$ cat src/rtl/i2c_cmd_arbiter.sv
// i2c_cmd_arbiter: shares one i2c_master command/data port between several
// clients. Ownership is granted round-robin and held for a whole transaction,
// from the first accepted command through one carrying stop. An idle watchdog
// issues a bus-releasing stop on behalf of a stalled owner.
module i2c_cmd_arbiter #(
    parameter int unsigned NumRequesters = 2,
    parameter int unsigned IdleTimeout   = 65535
) (
    input  logic                         clk,
    input  logic                         reset_n,

    // client command ports
    input  logic [7*NumRequesters-1:0]   req_cmd_address,
    input  logic [NumRequesters-1:0]     req_cmd_start,
    input  logic [NumRequesters-1:0]     req_cmd_read,
    input  logic [NumRequesters-1:0]     req_cmd_write,
    input  logic [NumRequesters-1:0]     req_cmd_write_multiple,
    input  logic [NumRequesters-1:0]     req_cmd_stop,
    input  logic [NumRequesters-1:0]     req_cmd_valid,
    output logic [NumRequesters-1:0]     req_cmd_ready,

    // client write-data streams
    input  logic [8*NumRequesters-1:0]   req_data_in,
    input  logic [NumRequesters-1:0]     req_data_in_valid,
    input  logic [NumRequesters-1:0]     req_data_in_last,
    output logic [NumRequesters-1:0]     req_data_in_ready,

    // client read data / status
    output logic [7:0]                   req_data_out,
    output logic [NumRequesters-1:0]     req_data_out_valid,
    output logic [NumRequesters-1:0]     req_missed_ack,
    output logic [NumRequesters-1:0]     grant,

    // master command port
    output logic [6:0]                   m_cmd_address,
    output logic                         m_cmd_start,
    output logic                         m_cmd_read,
    output logic                         m_cmd_write,
    output logic                         m_cmd_write_multiple,
    output logic                         m_cmd_stop,
    output logic                         m_cmd_valid,
    input  logic                         m_cmd_ready,

    // master write-data stream
    output logic [7:0]                   m_data_in,
    output logic                         m_data_in_valid,
    output logic                         m_data_in_last,
    input  logic                         m_data_in_ready,

    // master status
    input  logic [7:0]                   m_data_out,
    input  logic                         m_data_out_valid,
    input  logic                         m_missed_ack,
    input  logic                         m_busy,

    output logic                         timeout
);

    localparam int unsigned IdxW = $clog2(NumRequesters);
    localparam int unsigned CntW = $clog2(IdleTimeout + 1);

    typedef enum logic [1:0] {
        S_IDLE,
        S_OWNED,
        S_FORCE_STOP,
        S_DRAIN
    } state_t;

    state_t                    state;
    state_t                    state_next;

    logic [IdxW-1:0]           last_owner;
    logic [CntW-1:0]           idle_cnt;

    // round-robin selection
    logic                      rr_found;
    logic [IdxW-1:0]           rr_pick;
    logic [NumRequesters-1:0]  rr_onehot;
    int unsigned               rr_dist;
    int unsigned               rr_best;

    // owner's fields selected by the one-hot grant
    logic [6:0]                own_addr;
    logic                      own_start;
    logic                      own_read;
    logic                      own_write;
    logic                      own_write_multiple;
    logic                      own_stop;
    logic                      own_cmd_valid;
    logic [7:0]                own_data;
    logic                      own_data_valid;
    logic                      own_data_last;

    logic                      owner_active;
    logic                      idle_expired;
    logic                      force_accept;

    // Pick the first requester after last_owner, wrapping N-1 -> 0.
    // Distance is measured from last_owner+1 so the smallest distance wins.
    always_comb begin
        rr_found  = 1'b0;
        rr_pick   = last_owner;
        rr_onehot = '0;
        rr_best   = NumRequesters;
        rr_dist   = 0;
        for (int unsigned i = 0; i < NumRequesters; i++) begin
            rr_dist = i + NumRequesters - 32'(last_owner) - 1;
            if (rr_dist >= NumRequesters) begin
                rr_dist = rr_dist - NumRequesters;
            end
            if (req_cmd_valid[i] && (rr_dist < rr_best)) begin
                rr_best      = rr_dist;
                rr_found     = 1'b1;
                rr_pick      = IdxW'(i);
                rr_onehot    = '0;
                rr_onehot[i] = 1'b1;
            end
        end
    end

    // Select the current owner's command and data fields.
    always_comb begin
        own_addr           = '0;
        own_start          = 1'b0;
        own_read           = 1'b0;
        own_write          = 1'b0;
        own_write_multiple = 1'b0;
        own_stop           = 1'b0;
        own_cmd_valid      = 1'b0;
        own_data           = '0;
        own_data_valid     = 1'b0;
        own_data_last      = 1'b0;
        for (int unsigned i = 0; i < NumRequesters; i++) begin
            if (grant[i]) begin
                own_addr           = req_cmd_address[7*i +: 7];
                own_start          = req_cmd_start[i];
                own_read           = req_cmd_read[i];
                own_write          = req_cmd_write[i];
                own_write_multiple = req_cmd_write_multiple[i];
                own_stop           = req_cmd_stop[i];
                own_cmd_valid      = req_cmd_valid[i];
                own_data           = req_data_in[8*i +: 8];
                own_data_valid     = req_data_in_valid[i];
                own_data_last      = req_data_in_last[i];
            end
        end
    end

    // Any owner valid (handshake or not) counts as activity for the watchdog.
    assign owner_active = own_cmd_valid | own_data_valid;
    assign idle_expired = (idle_cnt == CntW'(IdleTimeout));

    // State register.
    always_ff @(posedge clk) begin
        if (!reset_n) begin
            state <= S_IDLE;
        end else begin
            state <= state_next;
        end
    end

    // Next-state logic and master/client handshake routing.
    always_comb begin
        state_next           = state;
        force_accept         = 1'b0;
        m_cmd_address        = '0;
        m_cmd_start          = 1'b0;
        m_cmd_read           = 1'b0;
        m_cmd_write          = 1'b0;
        m_cmd_write_multiple = 1'b0;
        m_cmd_stop           = 1'b0;
        m_cmd_valid          = 1'b0;
        m_data_in            = '0;
        m_data_in_valid      = 1'b0;
        m_data_in_last       = 1'b0;
        req_cmd_ready        = '0;
        req_data_in_ready    = '0;

        unique case (state)
            S_IDLE: begin
                if (rr_found) begin
                    state_next = S_OWNED;
                end
            end

            S_OWNED: begin
                m_cmd_address        = own_addr;
                m_cmd_start          = own_start;
                m_cmd_read           = own_read;
                m_cmd_write          = own_write;
                m_cmd_write_multiple = own_write_multiple;
                m_cmd_stop           = own_stop;
                m_cmd_valid          = own_cmd_valid;
                m_data_in            = own_data;
                m_data_in_valid      = own_data_valid;
                m_data_in_last       = own_data_last;
                req_cmd_ready        = grant & {NumRequesters{m_cmd_ready}};
                req_data_in_ready    = grant & {NumRequesters{m_data_in_ready}};
                // An accepted stop ends the transaction even if the watchdog
                // would have fired in the same cycle.
                if (own_cmd_valid && m_cmd_ready && own_stop) begin
                    state_next = S_DRAIN;
                end else if (!owner_active && idle_expired) begin
                    state_next = S_FORCE_STOP;
                end
            end

            S_FORCE_STOP: begin
                m_cmd_address = own_addr;
                m_cmd_stop    = 1'b1;
                m_cmd_valid   = 1'b1;
                if (m_cmd_ready) begin
                    force_accept = 1'b1;
                    state_next   = S_DRAIN;
                end
            end

            S_DRAIN: begin
                if (!m_busy) begin
                    state_next = S_IDLE;
                end
            end

            default: state_next = S_IDLE;
        endcase
    end

    // Ownership: grant and last_owner load on arbitration, grant clears when
    // the master has finished draining.
    always_ff @(posedge clk) begin
        if (!reset_n) begin
            grant      <= '0;
            last_owner <= IdxW'(NumRequesters - 1);
        end else if ((state == S_IDLE) && rr_found) begin
            grant      <= rr_onehot;
            last_owner <= rr_pick;
        end else if ((state == S_DRAIN) && !m_busy) begin
            grant      <= '0;
        end
    end

    // Owner-idle watchdog counter, saturating at IdleTimeout.
    always_ff @(posedge clk) begin
        if (!reset_n) begin
            idle_cnt <= '0;
        end else if ((state != S_OWNED) || owner_active) begin
            idle_cnt <= '0;
        end else if (!idle_expired) begin
            idle_cnt <= idle_cnt + CntW'(1);
        end
    end

    // One-cycle pulse after the forced stop is accepted.
    always_ff @(posedge clk) begin
        if (!reset_n) begin
            timeout <= 1'b0;
        end else begin
            timeout <= force_accept;
        end
    end

    // Read data is broadcast; strobes reach only the current owner.
    assign req_data_out       = m_data_out;
    assign req_data_out_valid = grant & {NumRequesters{m_data_out_valid}};
    assign req_missed_ack     = grant & {NumRequesters{m_missed_ack}};

endmodule

$ cat config.mk
export PLATFORM = sky130hd
export DESIGN_NAME = i2c_cmd_arbiter
export DESIGN_NICKNAME = d
export VERILOG_FILES = /design/src/rtl/i2c_cmd_arbiter.sv
export SDC_FILE = /design/constraint.sdc
export NUM_CORES = 1
export LEC_CHECK = 0
export ABC_AREA = 0
export CAP_MARGIN = 5
export CORE_ASPECT_RATIO = 0.9
export CORE_MARGIN = 10
export CORE_UTILIZATION = 39
export DETAILED_ROUTE_END_ITERATION = 6
export HOLD_SLACK_MARGIN = 0.1
export PLACE_DENSITY = 0.88
export SYNTH_ARGS = -nofsm -noshare
export SYNTH_HDL_FRONTEND = slang
export SYNTH_SLANG_ARGS = --single-unit
$ cat constraint.sdc
create_clock -name clk -period 3.5 [get_ports clk]
set_input_delay 0.875 -clock clk [delete_from_list [all_inputs] [get_ports clk]]
set_output_delay 0.875 -clock clk [all_outputs]
set_load 0.01 [all_outputs]
==> results of run 1 <==
[registers in the layout (all words and copies together) (netlist names)]
name / flops
idle_cnt: 16
grant: 2
state: 2
last_owner: 1
timeout: 1
[cells in the final DEF (no fill, tap or decap), types with 3 or more instances in the layout]
| cell type | netlist | routed |
|---|---|---|
| nor2_1 | 18 | 18 |
| nand2_1 | 12 | 12 |
| mux2i_1 | 3 | 3 |
| nand3_1 | 7 | 7 |
| buf_4 | 8 | 4 |
| xnor2_1 | 9 | 9 |
| or3_1 | 3 | 3 |
| dfxtp_1 | 22 | 22 |
| a22oi_1 | 22 | 22 |
| and3_1 | 9 | 9 |
| clkbuf_8 | 0 | 3 |
| inv_1 | 4 | 4 |
| o21ai_0 | 4 | 4 |
| nor2b_1 | 26 | 26 |
| nor3_1 | 7 | 7 |
| nand4_1 | 4 | 4 |
| clkdlybuf4s50_1 | 0 | 86 |
| ha_1 | 5 | 5 |
| a21oi_1 | 6 | 6 |
| and2_1 | 5 | 5 |
[how the worst min path moves through the flow]
stage                                       start                       to  depth (start not counted)
after floorplan           last_owner$_SDFFE_PN1P_  last_owner$_SDFFE_PN1P_                          1
after global placement    last_owner$_SDFFE_PN1P_  last_owner$_SDFFE_PN1P_                          1
after detailed placement  last_owner$_SDFFE_PN1P_  last_owner$_SDFFE_PN1P_                          1
after CTS                 last_owner$_SDFFE_PN1P_  last_owner$_SDFFE_PN1P_                          1
after global routing        state[0]$_SDFFE_PN0P_    state[0]$_SDFFE_PN0P_                          2
final                     last_owner$_SDFFE_PN1P_  last_owner$_SDFFE_PN1P_                          1
[power breakdown]
part	switching [mW]	internal [mW]	leakage [nW]	total (mW)
Sequential	0.0297	0.274	0.178	0.303
Combinational	0.274	0.311	0.636	0.585
Clock	0.0752	0.0767	0.0216	0.152
Total	0.379	0.662	0.836	1.04
[cell families (layout without fill, tap and decap cells)]
logic type,after synthesis,count (layout),share of synthesized area
compound gates,40,40,0.1762
xor+xnor,10,10,0.05508
fa+ha+maj,5,5,0.03934
buf+inv,22,97,0.07238
flops,22,22,0.2769
mux,3,3,0.01888
simple gates,103,103,0.3611
[synthesized netlist by cell type, drive strengths merged (2+ instances only)]
library cell | n | area (sq um)
nor2b | 26 | 162.7
a22oi | 22 | 165.2
dfxtp | 22 | 440.4
nor2 | 18 | 67.56
nand2 | 12 | 45.04
buf | 10 | 70.07
and3 | 9 | 56.30
xnor2 | 9 | 78.83
clkbuf | 8 | 30.03
nor3 | 8 | 45.04
nand3 | 7 | 35.03
a21oi | 6 | 30.03
and2 | 5 | 31.28
ha | 5 | 62.56
inv | 4 | 15.01
nand4 | 4 | 25.02
o21ai | 4 | 20.02
mux2i | 3 | 30.03
or3 | 3 | 18.77
a31oi | 2 | 12.51
and4 | 2 | 17.52
nor3b | 2 | 15.01
nor4 | 2 | 18.77
or2 | 2 | 12.52
[routing by layer]
metal | routed length [um] | part of all wire | up-vias | track usage
met5 | 0 | 0 | - | 0
met4 | 30 | 0.0055 | 0 | 0.03025
met3 | 284 | 0.052 | 4 | 0.03532
met2 | 2991 | 0.55 | 39 | 0.2631
met1 | 2120 | 0.39 | 808 | 0.1763
li1 | - | - | 874 | -
[cell type report]
| class | instances | area (sq um) |
|---|---|---|
| sequential | 22 | 440.4 |
| multi-input combinational | 161 | 1035 |
| fill | 329 | 1356 |
| clock buffer | 3 | 41.29 |
| inverter | 4 | 15.01 |
| timing repair buffer | 90 | 890.9 |
| tap | 46 | 57.56 |
[stage by stage]
step                worst slack, ns    util
detailed placement           0.1633  0.6357
CTS                          0.1570  0.6464
floorplan                     1.101       -
global route                0.07673  0.6464
finish                       0.1681  0.6464
global placement             0.1896  0.6357
==> metrics.md, run 1 <==
| Metric | Value |
|---|---|
| Status | `finished clean` |
| Initial core utilization | `0.4145` |
| Hold Buf Count CTS | `0` |
| WL final | `5426 um` |
| Final hold slack | `0.5071 ns` |
| HPWL after DPL | `4406 um` |
| Bufs and invs on worst path | `2` |
| Initial antenna violation count | `0` |
| CP required | `2.62 ns` |
| Deepest clock path buffer count | `2` |
| Yosys warning count | `0` |
| Die area | `7035 sq um` |
| Worst Setup SP | `req_cmd_stop[0]` |
| Final TNS setup | `0 ns` |
| CP max stage delay | `0.48 ns` |
| Core area | `3836 sq um` |
| Post-CTS Repair Setup Buffers | `0` |
| Die Y | `80.58 um` |
| Synth async-reset ratio | `0` |
| # IOs | `103` |
| Tightest Pin Transition | `0.6725 ns` |
| Crit-path cells | `clkdlybuf4s50_1, and3b_1, or2_2, a21oi_1, nor2b_1, clkdlybuf4s50_1` |
| Crit start category | `input pin` |
| DRC | `0` |
| Cells after Synth | `205` |
| Synth Cell Area | `1590 sq um` |
| Root Buffer | `clkbuf_8` |
| Vias in the first global route | `1683` |
| Max cap viols | `0` |
| Worst setup EP type | `output port` |
| Clock Pin Slew Worst Setup and Hold Paths | `0.07 ns` |
| RSZ-0062 raised after global routing | `no` |
| Kind of critical path | `input pin to output port` |
| Port-buffer cells | `86` |
| PwrDens | `419.5 nW/um^2` |
| Worst path slowest cell | `clkdlybuf4s50_1` |
| Most frequent CP cell | `clkdlybuf4s50_1` |
| Layout cell share with drive strength beyond 1 | `0.03929` |
| Nets@finish | `348` |
| Antenna Cells | `0` |
| Crit path to | `m_cmd_stop` |
| Synth cell types | `38` |
| Cts repair resizes | `0` |
| Minimum clock period | `3.332 ns` |
| Detailed Routing Iterations Pass 1 | `4` |
| Sequential-to-total area share from yosys stat | `0.2769` |
| Non-Filler Instances | `326` |
| H-tree Lvls | `1` |
| Iter 0 DRT Violations | `185` |
| Die Wd | `87.31 um` |
| Flops & latches, synth | `22` |
| CTS Sinks | `22` |
| Critical path depth | `6` |
| DP Cell Count | `323` |
| All-Layer GR Usage | `0.1485` |
| Final Total Pwr | `1.040 mW` |
| Post-Syn Nets | `271` |
| Dominant synthesized flop cell | `dfxtp_1` |
| Setup violations, final | `0` |
| Reg-to-Reg Start | `state[0]$_SDFFE_PN0P_` |
| Routed vias/inst | `5.291` |
| Remaining global-route overflow | `0` |
| Hold Violations, Final | `0` |
| Final ANT Viol Nets | `0` |
| Cell area after placement | `2439 sq um` |
| FP Rows | `21` |
| CP arrival | `2.46 ns` |
| Worst Path Max Fanout | `2` |
| Drt wl/cell | `16.64 um` |
| EDFF count, synth | `0` |
| Syn-to-layout area delta | `55.94%` |
| Hold Crit Class | `flop to flop` |
| Largest net degree at the start of global routing | `25` |
| Routability congestion estimate | `0.7965` |
| Global-route wire length before repair | `8625 um` |
| CTS Buf Count | `3` |
| Skew final | `0.001071 ns` |
| Flop2flop setup slack | `1.58 ns` |
| Top delay family on crit path | `buffers and inverters` |
| Fin crit share | `0.9520` |
| Final instance area | `2480 sq um` |
| CTS tree | `yes` |
| Worst skew pair latency | `0.26 ns` |
| Vias | `1725` |
| Max-slew violation count | `0` |
| Worst r2r dst | `state[0]$_SDFFE_PN0P_` |
| Fmax | `300.1 MHz` |
| Leak | `0.8356 nW` |
| R2R depth | `7` |
| Avg Cell Area, Syn | `7.757 sq um` |
| Max rail drop VDD | `0.1811 mV` |
| Slew HR | `0.5517` |
Note: power is estimated with default switching activity, not from simulation.
==> inputs of run 2 (changes only) <==
Settings changed: ABC_AREA 0 to default.
==> results of run 2 <==
No change in the layout: final DEF, timing and power equal those of run 1.
==> inputs of run 3 (changes only) <==
Settings changed: HOLD_SLACK_MARGIN 0.1 to default.
==> results of run 3 <==
No change in the layout: final DEF, timing and power equal those of run 1.
